<file path="src/rtl/router_fsm.sv">
// Packet-sequencing Moore FSM for the 1x3 router: decodes the header address and sequences register-stage strobes.
// Optional WTE timeout drop enabled by defining ROUTER_FSM_TIMEOUT_EN.
module router_fsm #(
   parameter int WAIT_LIMIT = 32
) (
   input  logic       clock,
   input  logic       resetn,
   input  logic       pkt_valid,
   input  logic [1:0] data_in,
   input  logic       fifo_full,
   input  logic       fifo_empty_0,
   input  logic       fifo_empty_1,
   input  logic       fifo_empty_2,
   input  logic       soft_reset_0,
   input  logic       soft_reset_1,
   input  logic       soft_reset_2,
   input  logic       parity_done,
   input  logic       low_pkt_valid,
   output logic       detect_add,
   output logic       lfd_state,
   output logic       ld_state,
   output logic       laf_state,
   output logic       full_state,
   output logic       write_enb_reg,
   output logic       rst_int_reg,
   output logic       busy,
   output logic       pkt_drop
);

   localparam logic [2:0] DA  = 3'd0;
   localparam logic [2:0] LFD = 3'd1;
   localparam logic [2:0] LD  = 3'd2;
   localparam logic [2:0] FFS = 3'd3;
   localparam logic [2:0] LAF = 3'd4;
   localparam logic [2:0] LP  = 3'd5;
   localparam logic [2:0] CPE = 3'd6;
   localparam logic [2:0] WTE = 3'd7;

   logic [2:0] state_q, state_d;
   logic [1:0] addr_q, addr_d;
   logic [1:0] sel;
   logic       sel_empty, sel_srst, header_ok, timeout;

   // The header byte itself selects the FIFO while decoding; afterwards the latched address does.
   always_comb begin
      sel       = (state_q == DA) ? data_in : addr_q;
      header_ok = pkt_valid && (data_in != 2'd3);
      sel_empty = 1'b0;
      sel_srst  = 1'b0;
      case (sel)
         2'd0:    begin sel_empty = fifo_empty_0; sel_srst = soft_reset_0; end
         2'd1:    begin sel_empty = fifo_empty_1; sel_srst = soft_reset_1; end
         2'd2:    begin sel_empty = fifo_empty_2; sel_srst = soft_reset_2; end
         default: begin sel_empty = 1'b0;         sel_srst = 1'b0;         end
      endcase
   end

   always_comb begin
      addr_d = addr_q;
      if (state_q == DA && header_ok) addr_d = data_in;
   end

   always_comb begin
      state_d = state_q;
      if (sel_srst) begin
         state_d = DA;
      end else begin
         case (state_q)
            DA:      if (header_ok) state_d = sel_empty ? LFD : WTE;
            LFD:     state_d = LD;
            LD: begin
               if (fifo_full)       state_d = FFS;
               else if (!pkt_valid) state_d = LP;
            end
            FFS:     if (!fifo_full) state_d = LAF;
            LAF: begin
               if (parity_done)        state_d = DA;
               else if (low_pkt_valid) state_d = LP;
               else                    state_d = LD;
            end
            LP:      state_d = CPE;
            CPE:     state_d = fifo_full ? FFS : DA;
            WTE: begin
               if (sel_empty)    state_d = LFD;
               else if (timeout) state_d = DA;
            end
            default: state_d = DA;
         endcase
      end
   end

   always_ff @(posedge clock) begin
      if (!resetn) begin
         state_q <= DA;
         addr_q  <= 2'd0;
      end else begin
         state_q <= state_d;
         addr_q  <= addr_d;
      end
   end

`ifdef ROUTER_FSM_TIMEOUT_EN
   logic [5:0] cnt_q, cnt_d;
   logic       drop_q, drop_d;

   always_comb begin
      timeout = (state_q == WTE) && (cnt_q == 6'(WAIT_LIMIT - 1)) && !sel_empty;
      drop_d  = timeout && !sel_srst;
      cnt_d   = (state_q == WTE && state_d == WTE) ? cnt_q + 6'd1 : 6'd0;
   end

   always_ff @(posedge clock) begin
      if (!resetn) begin
         cnt_q  <= 6'd0;
         drop_q <= 1'b0;
      end else begin
         cnt_q  <= cnt_d;
         drop_q <= drop_d;
      end
   end

   assign pkt_drop = drop_q;
`else
   assign timeout  = 1'b0;
   assign pkt_drop = 1'b0;
`endif

   assign detect_add    = (state_q == DA);
   assign lfd_state     = (state_q == LFD);
   assign ld_state      = (state_q == LD);
   assign laf_state     = (state_q == LAF);
   assign full_state    = (state_q == FFS);
   assign write_enb_reg = (state_q == LD) || (state_q == LP) || (state_q == LAF);
   assign rst_int_reg   = (state_q == CPE);
   assign busy          = (state_q != DA) && (state_q != LD);

endmodule

</file>
<file path="config.mk">
export PLATFORM = sky130hd
export DESIGN_NAME = router_fsm
export DESIGN_NICKNAME = d
export VERILOG_FILES = /design/src/rtl/router_fsm.sv
export SDC_FILE = /design/constraint.sdc
export NUM_CORES = 1
export LEC_CHECK = 0
export BUFFER_PORTS_ARGS = -buffer_cell sky130_fd_sc_hd__clkbuf_2
export CAP_MARGIN = 15
export CORE_AREA = 2 2 39 41
export CTS_CLUSTER_DIAMETER = 50
export DETAILED_ROUTE_END_ITERATION = 7
export DIE_AREA = 0 0 41 43
export PLACE_DENSITY = 0.65
export SETUP_SLACK_MARGIN = 0.05
export SYNTH_ARGS = -nofsm -noshare
export SYNTH_HDL_FRONTEND = slang
export SYNTH_SLANG_ARGS = --single-unit
</file>
<file path="constraint.sdc">
create_clock -name clock -period 2.94 [get_ports clock]
set_clock_uncertainty 0.05 [all_clocks]
set_input_delay 0.294 -clock clock [delete_from_list [all_inputs] [get_ports clock]]
set_output_delay 0.294 -clock clock [all_outputs]
set_load 0.01 [all_outputs]
</file>
# == After elaboration in Yosys (flattened, before gate mapping) ==
# Index checks and enable logic that the tools add are counted.
# classes
div_mod_pow,0
add_sub_neg,0
n_shift,0
mux,13
n_lt_le_gt_ge,0
n_reduce_logical,10
n_eq_ne,15
multipliers,0
bitwise_logic,1
# ops
cell,n
$mux 3,8
$pmux 3 s8,1
$eq 3x3->1 const B,4
$eq 3x2->1 const B,2
$ne 2x2->1 const B,3
$pmux 1 s3,2
$mux 2,2
$reduce_and 4->1,1
$eq 3x1->1 const B,1
$logic_and 1x1->1,3
$logic_not 3->1,1
$ne 3x2->1 const B,1
$ne 3x3->1 const B,1
$reduce_bool 3->1,1
$eq 2x1->1 const B,1
$eq 2x2->1 const B,1
$logic_not 2->1,1
$logic_or 1x1->1,2
$ne 2x1->1 const B,1
$reduce_or 2->1,1
$not 1->1,1
# totals
mem_bits_rw,0
rom_bits,0
word_cells,41
mem_count,0
regBits,5
output_inout_bits,9
latch_bits,0
input_bits,14

# == Depth between registers and ports, before layout ==
# depth
word_depth,7
depth_mapped,8
depth_no_buf,6

# == Worst setup path after synthesis ==
# No wires, ideal clock.
# synth_path
path_type,reg-to-reg
start,register state_q[0]
end,register state_q[1]
synth_period_minus_slack_ns,2.100
arrival_time_ns,1.925
path_stages_with_launch,8
required_ns,2.765
setup_ns,0.125
slack_ns,0.840
n_path_buf,2
path_cell_list,dfxtp_1 > buf_6 > or3_1 > buf_6 > inv_2 > mux2_2 > o21a_1 > o41a_1
# synth_via
elab_chain_cells,7
word_cells_on_any_way,23
cone_classes,eq/ne (13); mux (6); reduce/logical (4)
# synth_lines
element,line_no,text
from (decl),39,"logic [2:0] state_q, state_d;"
from (signal assigned),97,state_q <= state_d;
$logic_not 3->1 (*),-,
net detect_add,19,"output logic detect_add,"
$mux 2,46,sel = (state_q == DA) ? data_in : addr_q;
$eq 2x2->1 (tied with other cells),50,case (sel)
$pmux 1 s3,50,
$mux 3 (2 in series),69,DA: if (header_ok) state_d = sel_empty ? LFD : WTE;
$pmux 3 s8,68,case (state_q)
# Mark *: on every way through the listed nets, which the timed path passes. The rest lies on a longest branch. The select of a mux whose other input is x is not followed.
# A chain may end at the register's enable or synchronous reset.

# == Worst setup path after layout ==
# layout_path
start,register state_q[0]
end,register state_q[1]
# layout_via
elab_chain_cells,7
word_cells_on_any_way,23
cone_classes,eq/ne (13); mux (6); reduce/logical (4)
# layout_lines
element,line_no
$logic_not 3->1,"46, 68"
$mux 2,46
$eq 2x2->1 (tied with other cells),50
$pmux 1 s3,50
$mux 3 (2 in series),69
$pmux 3 s8,68
# Parallel ways exist; a longest one is shown, timed or not. The select of a mux whose other input is x is not followed.

==> qor.yml <==
grt:
  track_usage: 0.164
  grt_pass1_vias: 497
  use_met2: 0.247
  grt_busiest_layer: "met2"
  antenna_found_initial: 0
  use_met3: 0.0314
  grt-ovfl-total: 0
  grt_first_pass_wirelength_mm: 2.01
  grt_max_degree: 19
  use_met1: 0.213
final_layout:
  area_delta_synth_final_pct: 20.7
  drive_above_1_share: 0.323
  stdcell_count: 109
  antenna_cells: 0
  fin_nets: 108
power:
  p_seq_frac: 0.250
  power.density_nw_per_um2: 970
  finalPower_w: 0.000615
  switching_share: 0.487
  clock_power_share: 0.131
  switchingPower_w: 0.000300
  peakVddDrop_mv: 0.464
  comb_power_share: 0.619
  cellLeakagePower_nw: 0.293
  internal_power_w: 0.000316
clock_network:
  cts_buffer_depth: 2
  clock_sink_count: 5
  ctsResizeCount: 0
  numCtsBuffers: 3
  cts_setup_buffers: 0
  htreeDepth: 1
  clkTransAtPathRegs_ns: 0.04
  root_buffer: "clkbuf_4"
  clk_latency_ns: 0.24
  postCtsHoldBufs: 0
  cts_tree: "yes"
die:
  die_h_um: 43
  core-area_um2: 1380
  boundaryPins: 23
  die_w_um: 41
  fp-row-count: 14
  die_area_um2: 1760
  initial_utilization: 0.380
critical_path:
  r2r_cells: 5
  worstPathArrival_ns: 2.35
  crit_type: "reg -> reg"
  r2r_setup_slack_ns: 0.67
  path_max_fanout: 18
  required_ns: 3.02
  critPathLaunchType: "register"
  end_kind: "register"
route:
  postRouteAntennaNets: 0
  drc: 0
  drtPass1Iterations: 4
  via_per_inst: 5.59
  wl_per_cell_um: 12.0
  drt_iter0_drc: 7
  routed_wl_mm: 1.30
  vias: 609
timing:
  setup_viol: 0
  hold_viol: 0
  rsz0062_at_grt: "false"
  slew_viol_final: 0
  worst_pin_slew_ns: 0.499
  relSlewSlack: 0.663
  post-route-period-util: 0.773
  post-route-min-period_ns: 2.27
  worst_slack_ns: 0.668
  fmax_mhz: 440
  setup-tns-final_ns: 0
synth:
  synth_top_area_cell: "dfxtp_1"
  async_flop_share: 0
  synth_edf_count: 0
  netlist_top_cells_count: "nor2_1 (8), dfxtp_1 (5), nand2_1 (5), nor3_1 (5)"
  synthesis.area_um2: 526
  syn_nets: 88
  yosysWarnings: 0
  synth_cell_type_count: 35
  synth_area_leaders: "dfxtp_1 (19%), nor2_1 (5.7%), nand2b_1 (4.8%)"
  synthCells: 74
  ys_seq_area_frac: 0.190
  synth.avg_cell_area_um2: 7.10
  ys_seq_elements: 5
  synth.top_cell.area_share: 0.190
  yosysMostFrequentCell: "nor2_1"
  synth_ff_type: "dfxtp_1"
placed_design:
  gp_congestion: 0.874
  port_buffers: 21
  post-dp-hpwl_mm: 1.01
  place_ws_ns: 0.692
  dp.cells: 105
outcome:
  status: "complete, no violations"
min_path:
  hp-class: "in -> reg"
  hold_depth: 2
run:
  drv_cap: 0
[sequential cells by signal, indices dropped and copies added, names as in the netlist]
register	count
addr_q	2
state_q	3
[kinds of logic after synthesis]
logic type | Yosys count | share of synthesized area
AOI/OAI and AO/OA | 19 | 0.255
muxes | 4 | 0.0881
and+or+nand+nor | 34 | 0.343
DFF | 5 | 0.190
buffers and inverters | 11 | 0.117
other | 1 | 0.00714
[per-stage QoR]
step / utilization / hold slack, ns / cell area (um^2)
6_report: 0.458 / 0.242 / 634
5_1_grt: 0.458 / 0.233 / 634
4_1_cts: 0.458 / 0.238 / 634
3_5_place_dp: 0.439 / 0.463 / 608
3_3_place_gp: 0.439 / 0.465 / 608
2_1_floorplan: - / 0.386 / 526
[power groups by stage]
| stage | clock (W) | combinational, W | sequential, W |
|---|---|---|---|
| finish | 0.0000806 | 0.000381 | 0.000154 |
| floorplan | 0 | 0.000355 | 0.000108 |
| global placement | 0 | 0.000377 | 0.000153 |
| global route | 0.0000922 | 0.000428 | 0.000161 |
| CTS | 0.0000831 | 0.000381 | 0.000153 |
| detailed placement | 0 | 0.000379 | 0.000154 |
[final timing paths]
| path | startpoint | endpoint |
|---|---|---|
| max | state_q[0]$_SDFFE_PP0P_ | state_q[1]$_SDFFE_PP0P_ |
| min | resetn | addr_q[1]$_SDFFE_PN0P_ |
| max reg2reg | state_q[0]$_SDFFE_PP0P_ | state_q[1]$_SDFFE_PP0P_ |
| min reg2reg | addr_q[0]$_SDFFE_PN0P_ | addr_q[0]$_SDFFE_PN0P_ |
[worst max-delay path, cell delays in order (launching register included)]
cell	delay (ns)
dfxtp_1	0.44
or3_1	0.56
inv_2	0.11
mux2_2	0.36
o21a_1	0.21
o41a_1	0.41
[final cells by class]
| type | instances | area [um^2] |
|---|---|---|
| inverter | 5 | 18.8 |
| sequential | 5 | 100 |
| fill | 150 | 749 |
| tap | 16 | 20.0 |
| timing repair buffer | 21 | 105 |
| multi-input combinational | 58 | 364 |
| clock buffer | 4 | 26.3 |
[layout by cell type (no fill, tap or decap)]
cell and instances:
nor2_1 8, nor3_1 5, o21ai_0 4, nand2b_1 4, a21boi_0 1, nor3b_1 1, and3_1 1, a211o_1 2
mux2_4 1, mux2i_1 2, nand2_1 5, a31oi_1 2, a21oi_1 4, a311o_1 1, mux2_2 1, clkbuf_2 21
inv_2 1, or2_2 1, clkbuf_4 3, or3b_2 1, o41a_1 1, inv_1 4, o21a_1 1, o221a_2 1
o31ai_1 1, nand3b_1 2, nand3_1 2, conb_1 1, dfxtp_1 5, nor4_1 2, nor4b_1 1, or3_1 1
clkbuf_1 1, a2111oi_0 1
[per-layer routing]
| layer | wire, um | part of all wire |
|---|---|---|
| met3 | 104 | 0.080 |
| met2 | 596 | 0.46 |
| met4 | 13 | 0.010 |
| met5 | 0 | 0 |
| met1 | 590 | 0.45 |
(Power assumes the default switching activity.)
